[config.mk]
export PLATFORM = sky130hd
export DESIGN_NAME = pip_reg
export DESIGN_NICKNAME = d
export VERILOG_FILES = /design/src/rtl/pip_reg.sv
export SDC_FILE = /design/constraint.sdc
export NUM_CORES = 1
export LEC_CHECK = 0
export CAP_MARGIN = 10
export CORE_MARGIN = 4
export CORE_UTILIZATION = 40
export DETAILED_ROUTE_END_ITERATION = 10
export PLACE_DENSITY = 0.84
export SYNTH_ARGS = -nofsm -noshare
export SYNTH_HDL_FRONTEND = slang
export SYNTH_SLANG_ARGS = --single-unit
[constraint.sdc]
create_clock -name clk -period 1.3 [get_ports clk]
set_input_delay 0.195 -clock clk [delete_from_list [all_inputs] [get_ports clk]]
set_output_delay 0.195 -clock clk [all_outputs]
set_load 0.1 [all_outputs]
[src/rtl/pip_reg.sv]
// Pipeline boundary register: one-cycle data/valid stage with stall, flush
// (bubble insert) and synchronous active-low reset. Reset has the highest
// priority, then flush, then stall; otherwise the stage loads.
module pip_reg #(
  parameter int unsigned           WIDTH       = 32,
  parameter logic [WIDTH-1:0]      RESET_VALUE = {WIDTH{1'b0}}
) (
  input  logic             clk,
  input  logic             rst_n,
  input  logic [WIDTH-1:0] in,
  output logic [WIDTH-1:0] out,
  input  logic             en,
  input  logic             flush,
  input  logic             in_valid,
  output logic             out_valid
);

  logic [WIDTH-1:0] out_d;
  logic [WIDTH-1:0] out_q;
  logic             out_valid_d;
  logic             out_valid_q;

  // Next-state selection below reset: flush beats stall, stall beats load.
  always_comb begin
    out_d       = out_q;
    out_valid_d = out_valid_q;
    if (flush) begin
      out_d       = RESET_VALUE;
      out_valid_d = 1'b0;
    end else if (en) begin
      out_d       = in;
      out_valid_d = in_valid;
    end
  end

  // Stage flops with synchronous reset overriding every other control.
  always_ff @(posedge clk) begin
    if (!rst_n) begin
      out_q       <= RESET_VALUE;
      out_valid_q <= 1'b0;
    end else begin
      out_q       <= out_d;
      out_valid_q <= out_valid_d;
    end
  end

  assign out       = out_q;
  assign out_valid = out_valid_q;

endmodule

==> summary.txt, run 1 <==
CLOCK TREE
------------------------------------------------------------------------------------
Buffer count from post-CTS setup fixing ...............................            0
Clock slew seen by the registers of the worst setup and hold paths ....      0.09 ns
Clock Sink Count ......................................................           33
Resize count post-CTS .................................................            0
TritonCTS clock tree ..................................................        built
Number of buffers inserted for hold repair after clock tree synthesis .            0
CTS Root Cell ......................................................... sky130_fd_sc_hd__clkbuf_4
Worst skew pair latency ...............................................      0.32 ns
Maximum buffer depth of the clock tree ................................            2
H-Tree Level Count ....................................................            2
TritonCTS buffer count ................................................            5

FINISH
------------------------------------------------------------------------------------
Combined area of the multi-input logic cells ..........................      460 um2
Combined flip-flop and latch cell area ................................      661 um2
Share of cells above drive strength 1 .................................        22.9%
Most frequent cells in the layout ..................................... 35 x sky130_fd_sc_hd__clkdlybuf4s50_1, 35 x sky130_fd_sc_hd__buf_12, 33 x sky130_fd_sc_hd__mux2i_1, 33 x sky130_fd_sc_hd__nor2_1, 33 x sky130_fd_sc_hd__dfxtp_1
# fillers .............................................................          180
Layout-stage area growth over the synthesis result ....................        86.8%
Number of nets at the end of the flow .................................          215
Final non-filler cell total ...........................................          210
Antenna fix cells .....................................................            0

GLOBAL ROUTE
------------------------------------------------------------------------------------
Via count of the first global-routing pass ............................         1081
Maximum number of pins on one net before global-route repair ..........           34
Number of antenna violations at the first check in global routing .....            0
Total grt overflow ....................................................            0
First-pass GRT wire length ............................................      5.20 mm
Overall Global Routing Usage ..........................................        17.2%

FLOORPLAN
------------------------------------------------------------------------------------
Die outline area ......................................................     3980 um2
Die outline height ....................................................      63.1 um
Die span in x .........................................................      63.1 um
Area of the core ......................................................     2830 um2
IO Pins ...............................................................           70
Cell row count ........................................................           19
Initial standard-cell utilization of the core .........................        42.9%

SYNTH
------------------------------------------------------------------------------------
Main area contributors after synthesis ................................ sky130_fd_sc_hd__dfxtp_1 54%, sky130_fd_sc_hd__mux2i_1 27%, sky130_fd_sc_hd__nor2_1 10%
Flops & latches, synth ................................................           33
Synthesized cell area .................................................     1210 um2
Number of warnings reported in the yosys synthesis log ................            0
Unique masters post-synth .............................................            8
Nets in the synthesized netlist .......................................          145
Top cell type's share of synthesized area .............................        54.5%
Number of instances in the synthesized netlist ........................          108
Biggest area consumer among synthesized cells ......................... sky130_fd_sc_hd__dfxtp_1
Mean Syn Cell Area ....................................................     11.2 um2
Sequential element share of the synthesized area ......................        54.5%

STA
------------------------------------------------------------------------------------
Final number of hold-violating endpoints ..............................            0
Max Freq ..............................................................    0.892 GHz
Setup clock skew after layout .........................................         0 ns
Finish-stage setup viols ..............................................            0
Share of the cycle needed by the critical path after routing ..........        86.2%
Unrepaired setup endpoints after global routing .......................           no
Crit path time final ..................................................      1.12 ns
Transition time at the pin with the least slew margin .................     0.230 ns
Total Neg Setup Slack .................................................         0 ns
Headroom to the max-slew limit ........................................        84.7%
Max-slew violation count ..............................................            0

POWER
------------------------------------------------------------------------------------
Leakage power summed over all cells ...................................     0.968 nW
VDD IR-drop max .......................................................       724 uV
PD cells ..............................................................   978 nW/um2

DETAILED ROUTING
------------------------------------------------------------------------------------
DRC violation count after routing .....................................            0
Router iterations before antenna repair ...............................            2
Overall routed net length .............................................      3.11 mm
Routed vias ...........................................................         1013
Detailed Route Iter0 Violations .......................................           21
Average wire per cell in the routed design ............................      14.8 um
Residual antenna-violating net count after detailed routing ...........            0
Mean number of vias per cell ..........................................         4.82

STATUS
------------------------------------------------------------------------------------
Run status ............................................................ finished clean

PLACED DESIGN
------------------------------------------------------------------------------------
Count of buffers inserted at the top-level ports ......................           69
Placer's final routability congestion estimate ........................        0.673
Final HPWL DP .........................................................      2.46 mm
Placed cells ..........................................................          202

RUN
------------------------------------------------------------------------------------
Number of max-cap violations ..........................................            0

WORST SETUP PATH
------------------------------------------------------------------------------------
Maximum fanout along the worst path ...................................            2
Critical Path Stages ..................................................            1
CP peak stage delay ...................................................      0.41 ns
Setup Crit Path Kind .................................................. flop to output port
Slowest cell on the critical path ..................................... sky130_fd_sc_hd__dfxtp_1
Critical-path cell list ...............................................       buf_12
Worst R2R Path Depth ..................................................            2
Required time worst endpoint ..........................................      1.11 ns
Start of the worst register-to-register path .......................... out[25]$_SDFFE_PP0P_
Critical Path Sink Type ...............................................  output port
Endpoint of the worst register-to-register path ....................... out[25]$_SDFFE_PP0P_
Register-to-register setup slack ......................................      0.63 ns
Buf+Inv Stages, Crit Path .............................................            1
Top Family by Delay on Critical Path ..................................   flip-flops
Type of element launching the critical path ...........................         flop
Data arrival, critical path ...........................................      0.93 ns

WORST HOLD PATH
------------------------------------------------------------------------------------
Start point of the worst min-delay path ...............................           en
Worst Hold Class ...................................................... primary input to flop
Hold-critical path endpoint ........................................... out[15]$_SDFFE_PP0P_
Cell depth of the worst hold path .....................................            4

[how the worst max path moves through the flow]
stage / start / end
6_report: out[5]$_SDFFE_PP0P_ / out[5]
5_1_grt: out[16]$_SDFFE_PP0P_ / out[16]
4_1_cts: out[5]$_SDFFE_PP0P_ / out[5]
3_5_place_dp: flush / out[28]$_SDFFE_PP0P_
3_3_place_gp: flush / out[16]$_SDFFE_PP0P_
2_1_floorplan: out[0]$_SDFFE_PP0P_ / out[0]$_SDFFE_PP0P_
[flip-flops by register name, summed over array words and instances (netlist names)]
register	cells
out	32
out_valid	1
[layout make-up]
class | instances | area share [%]
clock buffer | 8 | 2.15
sequential | 33 | 29.2
multi-input combinational | 67 | 20.3
timing repair buffer | 71 | 46.6
tap | 31 | 1.71
[stage by stage]
| step | total power [W] | hold slack [ns] | instance area [um2] | setup WS, ns | utilization, % |
|---|---|---|---|---|---|
| final | 0.00222 | 0.409 | 2260 | 0.179 | 80.1 |
| after global routing | 0.00232 | 0.413 | 2260 | 0.124 | 80.1 |
| after CTS | 0.00225 | 0.405 | 2260 | 0.157 | 80.1 |
| after detailed placement | 0.00172 | 0.551 | 2220 | 0.121 | 78.3 |
| after global placement | 0.00171 | 0.534 | 2220 | 0.148 | 78.3 |
| after floorplan | 0.00145 | 0.342 | 1210 | 0.0600 | - |
[power by group]
part	switching (W)	internal, W
Clock	0.000303	0.000215
Combinational	0.000340	0.000278
Sequential	0.0000354	0.00104
Total	0.000679	0.00154
[Yosys cell counts]
cell type and n:
sky130_fd_sc_hd__buf_2 3, sky130_fd_sc_hd__buf_12 3, sky130_fd_sc_hd__nand2b_1 1, sky130_fd_sc_hd__dfxtp_1 33, sky130_fd_sc_hd__buf_6 1, sky130_fd_sc_hd__mux2i_1 33
sky130_fd_sc_hd__nor2_1 33, sky130_fd_sc_hd__clkbuf_2 1
[layer usage]
layer / wire, um / vias to the layer above / GRT usage [%] / share of wire, %
li1: - / 494 / - / -
met1: 1120 / 469 / 17.5 / 36
met2: 1610 / 45 / 28.6 / 52
met3: 331 / 5 / 10.5 / 11
met4: 44 / 0 / 6.61 / 1.4
met5: 0 / - / 0 / 0
[kinds of logic (layout without fill, tap and decap cells)]
| group | count (synthesis) | after routing | synth area share [%] |
|---|---|---|---|
| AND/OR/NAND/NOR | 34 | 34 | 10.7 |
| multiplexers | 33 | 33 | 27.2 |
| flip-flops | 33 | 33 | 54.5 |
| buffers and inverters | 8 | 79 | 7.53 |
(Power assumes the default switching activity.)
==> run 2: changes to the inputs <==
SKIP_CTS_REPAIR_TIMING = 1   (was unset)
==> results of run 2 <==
Same layout as run 1: the final DEF is identical, and so are final timing and power.
==> run 3: changes to the inputs <==
MAX_ROUTING_LAYER = met4   (was unset)
==> run 3 against run 2 <==
Compared with the run above: utilization is the same; sequential share of layout area is the same; non-clock buffer count is the same; power is essentially flat.
==> summary.txt, run 3 (same netlist as run 1, synthesis figures left out) <==
WORST SETUP PATH
---------------------------------------------------------------------------------
Top Family by Delay on Critical Path ...............................   flip-flops
Maximum fanout along the worst path ................................            2   unchanged
CP peak stage delay ................................................      0.41 ns   about the same
Slowest cell on the critical path .................................. sky130_fd_sc_hd__dfxtp_1
Data arrival, critical path ........................................      0.93 ns   about the same
Type of element launching the critical path ........................         flop
Setup Crit Path Kind ............................................... flop to output port
Critical-path cell list ............................................       buf_12
Critical Path Sink Type ............................................  output port
Buf+Inv Stages, Crit Path ..........................................            1   unchanged
Required time worst endpoint .......................................      1.11 ns   about the same

CLOCK TREE
---------------------------------------------------------------------------------
H-Tree Level Count .................................................            2   unchanged
Clock Sink Count ...................................................           33   unchanged
Worst skew pair latency ............................................      0.32 ns   about the same
Maximum buffer depth of the clock tree .............................            2   unchanged
CTS Root Cell ...................................................... sky130_fd_sc_hd__clkbuf_4
TritonCTS buffer count .............................................            5   unchanged
Clock slew seen by the registers of the worst setup and hold paths .      0.09 ns   about the same
TritonCTS clock tree ...............................................        built

DETAILED ROUTING
---------------------------------------------------------------------------------
Mean number of vias per cell .......................................         4.80   -0.39%
Average wire per cell in the routed design .........................      14.8 um   about the same
Routed vias ........................................................         1009   -0.39%
Detailed Route Iter0 Violations ....................................           20   -4.8%
Router iterations before antenna repair ............................            2   unchanged
Residual antenna-violating net count after detailed routing ........            0   unchanged
Overall routed net length ..........................................      3.11 mm   about the same
DRC violation count after routing ..................................            0   unchanged

FLOORPLAN
---------------------------------------------------------------------------------
Area of the core ...................................................     2830 um2   unchanged
Die span in x ......................................................      63.1 um   unchanged
Cell row count .....................................................           19   unchanged
Initial standard-cell utilization of the core ......................        42.9%   unchanged
IO Pins ............................................................           70   unchanged
Die outline area ...................................................     3980 um2   unchanged
Die outline height .................................................      63.1 um   unchanged

POWER
---------------------------------------------------------------------------------
Total power ........................................................    0.00222 W   about the same
NetSw ..............................................................   0.000680 W   +0.23%
VDD IR-drop max ....................................................       728 uV   +0.49%
Combinational fraction of design power .............................        27.9%   about the same
Internal cell power ................................................    0.00154 W   about the same
Fraction of power spent switching nets .............................        30.7%   +0.049 points
Clock group share of total power ...................................        23.5%   about the same
PD cells ...........................................................   979 nW/um2   about the same
Sequential group share of total power ..............................        48.7%   about the same
Leakage power summed over all cells ................................     0.968 nW   unchanged

FINISH
---------------------------------------------------------------------------------
Number of nets at the end of the flow ..............................          215   unchanged
Most frequent cells in the layout .................................. 35 x sky130_fd_sc_hd__clkdlybuf4s50_1, 35 x sky130_fd_sc_hd__buf_12, 33 x sky130_fd_sc_hd__mux2i_1, 33 x sky130_fd_sc_hd__nor2_1, 33 x sky130_fd_sc_hd__dfxtp_1
# fillers ..........................................................          180   unchanged
Layout-stage area growth over the synthesis result .................        86.8%   unchanged
Number of flip-flops under the largest register name ...............           32   unchanged
Final instance area ................................................     2260 um2   unchanged
Antenna fix cells ..................................................            0   unchanged
Final non-filler cell total ........................................          210   unchanged
Share of cells above drive strength 1 ..............................        22.9%   unchanged

PLACED DESIGN
---------------------------------------------------------------------------------
Placed cells .......................................................          202   unchanged
Final HPWL DP ......................................................      2.46 mm   unchanged
Count of buffers inserted at the top-level ports ...................           69   unchanged
Post-DP Area .......................................................     2220 um2   unchanged
Placer's final routability congestion estimate .....................        0.679   +0.98%

STA
---------------------------------------------------------------------------------
Max-slew violation count ...........................................            0   unchanged
Share of the cycle needed by the critical path after routing .......        86.3%   +0.093 points
Setup clock skew after layout ......................................         0 ns   unchanged
Transition time at the pin with the least slew margin ..............     0.230 ns   +0.000287 ns
Headroom to the max-slew limit .....................................        84.6%   about the same
Max Freq ...........................................................    0.891 GHz   -0.11%
Total Neg Setup Slack ..............................................         0 ns   unchanged
Unrepaired setup endpoints after global routing ....................           no
Final number of hold-violating endpoints ...........................            0   unchanged
Finish-stage setup viols ...........................................            0   unchanged
Crit path time final ...............................................      1.12 ns   +0.00121 ns

WORST HOLD PATH
---------------------------------------------------------------------------------
Worst Hold Class ................................................... primary input to flop

GLOBAL ROUTE
---------------------------------------------------------------------------------
Maximum number of pins on one net before global-route repair .......           34   unchanged
Number of antenna violations at the first check in global routing ..            0   unchanged
Total grt overflow .................................................            0   unchanged
Via count of the first global-routing pass .........................         1082   +0.093%
Overall Global Routing Usage .......................................        17.7%   +0.48 points
First-pass GRT wire length .........................................      5.20 mm   -0.13%

RUN
---------------------------------------------------------------------------------
Number of max-cap violations .......................................            0   unchanged

STATUS
---------------------------------------------------------------------------------
Run status ......................................................... finished clean

[run 3: worst min-delay path, cell delays in order]
cell and delay [ns]:
sky130_fd_sc_hd__buf_2 0.11, sky130_fd_sc_hd__buf_12 0.18, sky130_fd_sc_hd__mux2i_1 0.14, sky130_fd_sc_hd__nor2_1 0.07
[run 3: through the flow]
stage,hold WS (ns),utilization (%),setup WS (ns)
2_1_floorplan,0.342,-,0.0600
3_3_place_gp,0.534,78.3,0.148
3_5_place_dp,0.551,78.3,0.121
4_1_cts,0.405,80.1,0.157
5_1_grt,0.413,80.1,0.124
6_report,0.408,80.1,0.178
[run 3: cell type report]
class,instances,area [um2],share of cell area [%]
Sequential cell,33,661,29.2
Multi-Input combinational cell,67,460,20.3
Tap cell,31,38.8,1.71
Clock buffer,8,48.8,2.15
Timing Repair Buffer,71,1060,46.6
[run 3: metal layers]
metal / share of wire, % / GRT usage (%)
met5: 0 / -
met4: 1.5 / 6.61
met3: 9.4 / 9.24
met2: 52 / 28.6
met1: 37 / 18.3
[run 3: path summary, 6_finish.rpt]
path	start	depth (start not counted)	slack (ns)	endpoint
worst max-delay path	out[5]$_SDFFE_PP0P_	1	0.18	out[5]
worst min-delay path	en	4	0.41	out[15]$_SDFFE_PP0P_
worst max register to register	out[25]$_SDFFE_PP0P_	2	0.63	out[25]$_SDFFE_PP0P_
worst min register to register	out[2]$_SDFFE_PP0P_	2	0.56	out[2]$_SDFFE_PP0P_
[run 3: power groups by stage]
stage	Clock, W	Sequential, W	Combinational (W)
global placement	0	0.00110	0.000610
global route	0.000596	0.00108	0.000642
finish	0.000520	0.00108	0.000618
floorplan	0	0.00132	0.000130
CTS	0.000545	0.00108	0.000623
detailed placement	0	0.00110	0.000622
